<file path="config.mk">
export PLATFORM = sky130hd
export DESIGN_NAME = mem_access_unit
export DESIGN_NICKNAME = d
export VERILOG_FILES = /design/src/rtl/mem_access_pkg.sv /design/src/rtl/mem_wait_timer.sv /design/src/rtl/mem_access_unit.sv
export SDC_FILE = /design/constraint.sdc
export NUM_CORES = 1
export LEC_CHECK = 0
export ABC_AREA = 1
export ABC_CLOCK_PERIOD_IN_PS = 2000
export CAP_MARGIN = 0
export CORE_ASPECT_RATIO = 1.5
export CORE_MARGIN = 2
export CORE_UTILIZATION = 40
export DETAILED_ROUTE_END_ITERATION = 6
export GPL_ROUTABILITY_DRIVEN = 0
export PLACE_DENSITY = 0.8
export SYNTH_ARGS = -nofsm -noshare
export SYNTH_HDL_FRONTEND = slang
export SYNTH_SLANG_ARGS = --single-unit
</file>
<file path="constraint.sdc">
create_clock -name Clk -period 2 [get_ports Clk]
set_clock_uncertainty 0.15 [all_clocks]
set_input_delay 0.4 -clock Clk [delete_from_list [all_inputs] [get_ports Clk]]
set_output_delay 0.4 -clock Clk [all_outputs]
set_load 0.01 [all_outputs]
</file>
<file path="src/rtl/mem_access_pkg.sv">
// Shared types and constants for the memory access unit: FSM state encoding,
// the read-timeout fill pattern and the parameter legality check.
package mem_access_pkg;

    typedef enum logic [1:0] {
        IDLE   = 2'd0,
        ACCESS = 2'd1,
        DONE   = 2'd2
    } mem_state_t;

    // Sliced down to DATA_W where used; wide enough for any supported bus.
    localparam logic [63:0] ERR_FILL = '1;

    function automatic bit params_ok(input int data_w, input int addr_w,
                                     input int wait_cycles, input int timeout);
        return (addr_w >= 1) && (addr_w <= data_w) && (data_w <= 64) &&
               (wait_cycles >= 1) && (timeout > wait_cycles);
    endfunction

endpackage

</file>
<file path="src/rtl/mem_wait_timer.sv">
// Saturating ACCESS-cycle counter: reports when the minimum wait has elapsed
// and when the access has run out of time.
module mem_wait_timer #(
    parameter int WAIT_CYCLES = 2,
    parameter int TIMEOUT     = 16
) (
    input  logic clk,
    input  logic rst_n,
    input  logic clr,
    input  logic en,
    output logic min_met,
    output logic expired
);

    localparam int CW = $clog2(TIMEOUT);
    localparam logic [CW-1:0] CNT_MAX = CW'(TIMEOUT - 1);
    localparam logic [CW-1:0] CNT_MIN = CW'(WAIT_CYCLES - 1);

    logic [CW-1:0] r_cnt;

    always_ff @(posedge clk or negedge rst_n) begin
        if (!rst_n) begin
            r_cnt <= '0;
        end else if (clr) begin
            r_cnt <= '0;
        end else if (en && (r_cnt != CNT_MAX)) begin
            r_cnt <= r_cnt + 1'b1;
        end
    end

    assign min_met = (r_cnt >= CNT_MIN);
    assign expired = (r_cnt == CNT_MAX);

endmodule

</file>
<file path="src/rtl/mem_access_unit.sv">
// MAR/MDR register pair plus the self-timed memory access sequencer that
// handles wait states, ready handshake and timeout for the control FSM.
module mem_access_unit
    import mem_access_pkg::*;
#(
    parameter int DATA_W      = 16,
    parameter int ADDR_W      = 16,
    parameter int WAIT_CYCLES = 2,
    parameter int TIMEOUT     = 16
) (
    input  logic              Clk,
    input  logic              Reset,
    input  logic              LD_MAR,
    input  logic              LD_MDR,
    input  logic              MIO_EN,
    input  logic [DATA_W-1:0] Bus_in,
    input  logic              Mem_start,
    input  logic              Mem_wr,
    output logic [ADDR_W-1:0] MAR,
    output logic [DATA_W-1:0] MDR,
    output logic              Busy,
    output logic              R,
    output logic              Err,
    output logic [ADDR_W-1:0] Mem_addr,
    output logic [DATA_W-1:0] Mem_wdata,
    output logic              Mem_ce,
    output logic              Mem_we,
    input  logic [DATA_W-1:0] Mem_rdata,
    input  logic              Mem_ready
);

    if (!params_ok(DATA_W, ADDR_W, WAIT_CYCLES, TIMEOUT)) begin : g_bad_params
        $error("mem_access_unit: illegal DATA_W/ADDR_W/WAIT_CYCLES/TIMEOUT combination");
    end

    mem_state_t        r_state;
    mem_state_t        w_next;
    logic [ADDR_W-1:0] r_mar;
    logic [DATA_W-1:0] r_mdr;
    logic              r_wr;
    logic              r_err;
    logic              w_accept;
    logic              w_complete;
    logic              w_timeout;
    logic              w_min_met;
    logic              w_expired;
    logic              w_idle;

    mem_wait_timer #(
        .WAIT_CYCLES(WAIT_CYCLES),
        .TIMEOUT    (TIMEOUT)
    ) u_timer (
        .clk    (Clk),
        .rst_n  (Reset),
        .clr    (w_accept),
        .en     (r_state == ACCESS),
        .min_met(w_min_met),
        .expired(w_expired)
    );

    always_ff @(posedge Clk or negedge Reset) begin
        if (!Reset) r_state <= IDLE;
        else        r_state <= w_next;
    end

    always_comb begin
        w_next     = r_state;
        w_accept   = 1'b0;
        w_complete = 1'b0;
        w_timeout  = 1'b0;
        case (r_state)
            IDLE: begin
                if (Mem_start) begin
                    w_accept = 1'b1;
                    w_next   = ACCESS;
                end
            end
            ACCESS: begin
                // Completion wins over timeout when both land on the same edge.
                if (w_min_met && Mem_ready) begin
                    w_complete = 1'b1;
                    w_next     = DONE;
                end else if (w_expired) begin
                    w_timeout = 1'b1;
                    w_next    = DONE;
                end
            end
            DONE:    w_next = IDLE;
            default: w_next = IDLE;
        endcase
    end

    assign w_idle = (r_state == IDLE);

    always_ff @(posedge Clk or negedge Reset) begin
        if (!Reset) begin
            r_mar <= '0;
            r_mdr <= '0;
            r_wr  <= 1'b0;
            r_err <= 1'b0;
        end else begin
            if (w_idle && LD_MAR) r_mar <= Bus_in[ADDR_W-1:0];
            if (w_idle && LD_MDR && !MIO_EN)  r_mdr <= Bus_in;
            else if (w_complete && !r_wr)     r_mdr <= Mem_rdata;
            else if (w_timeout && !r_wr)      r_mdr <= ERR_FILL[DATA_W-1:0];
            if (w_accept) begin
                r_wr  <= Mem_wr;
                r_err <= 1'b0;
            end else if (w_timeout) begin
                r_err <= 1'b1;
            end
        end
    end

    // Handshake outputs decode only from registered state.
    assign Mem_ce    = (r_state == ACCESS);
    assign Mem_we    = Mem_ce & r_wr;
    assign Busy      = !w_idle;
    assign R         = (r_state == DONE);
    assign Err       = r_err;
    assign MAR       = r_mar;
    assign MDR       = r_mdr;
    assign Mem_addr  = r_mar;
    assign Mem_wdata = r_mdr;

endmodule

</file>
==> summary.txt <==
Setup path
  – Critical path class: reg2out
  – Crit-path max cell delay: 0.45 ns
  – Crit path required time: 1.45 ns
  – Slowest CP cell: dfrtp_2
  – Worst R2R End: MDR[7]$_DFFE_PN0P_
  – Crit-path max FO: 4
  – Startpoint types: flip-flop
  – Reg2reg start: u_timer.r_cnt[0]$_DFFE_PN0P_
  – Crit path DAT: 1.34 ns
  – R2r setup slk: 0.23 ns
  – CP Capture Type: output port
  – R2R depth: 11
  – CP cell instances: buf_4 -> nand2_2 -> nor2_1 -> dlygate4sd2_1

Timing
  – Final Cycle Share: 94.6%
  – Max-slew violation count: 0
  – Setup TNS: 0 ns
  – Hold Slack: 0.378 ns
  – Final worst slack: 0.108 ns
  – # setup viols final: 0
  – RSZ-0062 raised after global routing: no
  – Slew HR: 72.9%
  – Worst-margin pin slew: 0.405 ns
  – Fmax: 529 MHz
  – Final Hold Violating Endpoints: 0
  – Crit path time final: 1.89 ns

Final layout
  – Share of layout cells above drive strength 1: 13.4%
  – Fill cells: 458
  – Inserted Diodes: 0
  – Design Area, Final: 3280 µm²
  – Synthesis-to-layout area growth: 50.3%
  – Most common cell after layout, fill and taps aside: clkdlybuf4s50_1
  – Non-Filler Instances: 397
  – Highest-count cells in the layout ignoring fill and taps: clkdlybuf4s50_1 (103), nor2_1 (58), dfrtp_1 (39), nand2_1 (39), nand4_1 (17)
  – Core Util, Final: 63.0%
  – Final nets: 371

Global route
  – Total track usage: 19.1%
  – Global routing usage on met1: 21.1%
  – Largest net degree at the start of global routing: 34
  – Grt met3 use: 4.17%
  – GR Overflow Total: 0
  – Number of global-route vias before repair: 1804
  – Met2 Usage GRT: 35.9%
  – First-pass GRT wire length: 8820 µm
  – Initial antenna violation count: 0
  – GR peak layer: met2

Floorplan
  – Core Region: 5200 µm²
  – Die width: 64.3 µm
  – Die Y-Extent: 94.4 µm
  – Initial Utilization: 41.9%
  – Die area: 6070 µm²
  – # rows: 32
  – I/O pin total: 109

Drt
  – Pre-Repair DR Iteration Count: 4
  – # DRC: 0
  – Final ANT Viol Nets: 0
  – Initial DRC Count: 68
  – Routed WL: 5690 µm
  – Vias per std cell: 4.81
  – Routed WL per cell: 14.3 µm
  – Via Count: 1911

Placed design
  – HPWL after DPL: 4240 µm
  – Pre-CTS WS: 0.115 ns
  – DP Area: 3100 µm²
  – Port bufs: 108
  – Inst Count DP: 384

Clocking
  – TritonCTS Buffers: 5
  – Clock latency on the worst-skew pair: 0.30 ns
  – CTS root buf: clkbuf_8
  – Clock Path Buffers: 2
  – CTS tree: done
  – H-tree depth: 2
  – Worst-path clk slew: 0.08 ns
  – Clock sink count: 40

Min path
  – Hold WC Path Type: reg2reg
  – Worst Hold End: Err$_DFFE_PN0P_
  – Worst hold stages: 2
  – Hold_sp: Err$_DFFE_PN0P_

Power and ir drop
  – Overall power: 5.37 mW
  – Maximum VDD drop: 0.908 mV
  – PwrDens: 1640 nW/µm²
  – Static Leak: 1.50 nW

Synth
  – Net Count, Synth: 287
  – Post-Syn Area per Cell: 8.93 µm²
  – Synth unique cells: 23
  – Yosys warns: 0
  – Register area share after synthesis: 45.9%
  – Synthesized flop and latch total: 40
  – Syn Inst Count: 244
  – Synth Cell Area: 2180 µm²

Run status
  – Outcome: complete, no violations

Flow run
  – Max-cap violations: 0
==> synthesized netlist by cell type (all sizes together) <==
cell type	count	area share, %
a211oi	1	0.34
a21oi	3	0.69
and3	1	0.29
buf	40	14
clkbuf	1	0.17
dfrtp	40	46
ha	3	1.7
inv	10	1.7
mux2	16	8.3
nand2	42	7.6
nand3	4	2.1
nand3b	1	0.52
nand4	17	4.9
nor2	61	11
nor3	1	0.23
o21ai	2	0.46
xnor2	1	0.40
==> metal layers <==
| layer | share of wire [%] | vias up | routed length, µm |
|---|---|---|---|
| met4 | 0.97 | 0 | 55 |
| li1 | - | 918 | - |
| met1 | 38 | 908 | 2140 |
| met2 | 55 | 78 | 3140 |
| met3 | 6.1 | 7 | 349 |
| met5 | 0 | - | 0 |
==> final cells by class <==
cell class	instances	area [µm²]	area share, %
Tap cell	68	85.1	2.60
Inverter	10	37.5	1.15
Clock buffer	7	96.3	2.94
Sequential cell	40	1000	30.6
Timing Repair Buffer	118	1180	36.0
Multi-Input combinational cell	153	845	25.8
Clock inverter	1	30.0	0.916
==> power breakdown <==
part / internal, mW / switching (mW) / total, mW
registers: 1.22 / 0.367 / 1.58
logic: 1.76 / 1.29 / 3.05
clock network: 0.441 / 0.291 / 0.732
total: 3.42 / 1.95 / 5.37
==> worst max-delay path, delay by kind of cell (launching register included) <==
kind          cells  cell delay, ns
flops             1            0.45
buf+inv           2            0.42
simple gates      2            0.18
==> timing repair <==
item                                   CTS  global route
hold buffers                             1             0
pin swaps                                0             1
setup endpoints to repair                3             2
buffers inserted                         1             3
resized for setup                        3             3
endpoints found under the hold margin   15             0
cloned                                   0             0
==> worst max path at each step <==
| stage | startpoint | endpoint | slack (ns) | cells past startpoint |
|---|---|---|---|---|
| CTS | r_state[1]$_DFFE_PN0P_ | R | 0.01 | 3 |
| finish | r_state[0]$_DFFE_PN0P_ | Mem_we | 0.11 | 4 |
| floorplan | u_timer.r_cnt[0]$_DFFE_PN0P_ | MDR[0]$_DFFE_PN0P_ | 0.47 | 11 |
| global placement | Mem_ready | MDR[14]$_DFFE_PN0P_ | 0.15 | 8 |
| detailed placement | Mem_ready | MDR[7]$_DFFE_PN0P_ | 0.12 | 8 |
| global route | r_state[0]$_DFFE_PN0P_ | Mem_we | 0.06 | 4 |
==> state kept, by name, summed over array words and instances (netlist names) <==
name / cells
Err: 1
MAR: 16
MDR: 16
r_state: 2
r_wr: 1
u_timer.r_cnt: 4
==> kinds of logic (layout without fill, tap and decap cells) <==
logic type                 after synthesis  after routing  share of synthesized area, %
xor gates and xnor gates                 1              1                         0.402
buffers and inverters                   51            136                          15.6
DFF                                     40             40                          45.9
muxes                                   16             16                          8.27
AOI/OAI and AO/OA                        6              6                          1.49
and+or+nand+nor                        127            127                          26.6
adders and majority gates                3              3                          1.72
(Power assumes the default switching activity.)
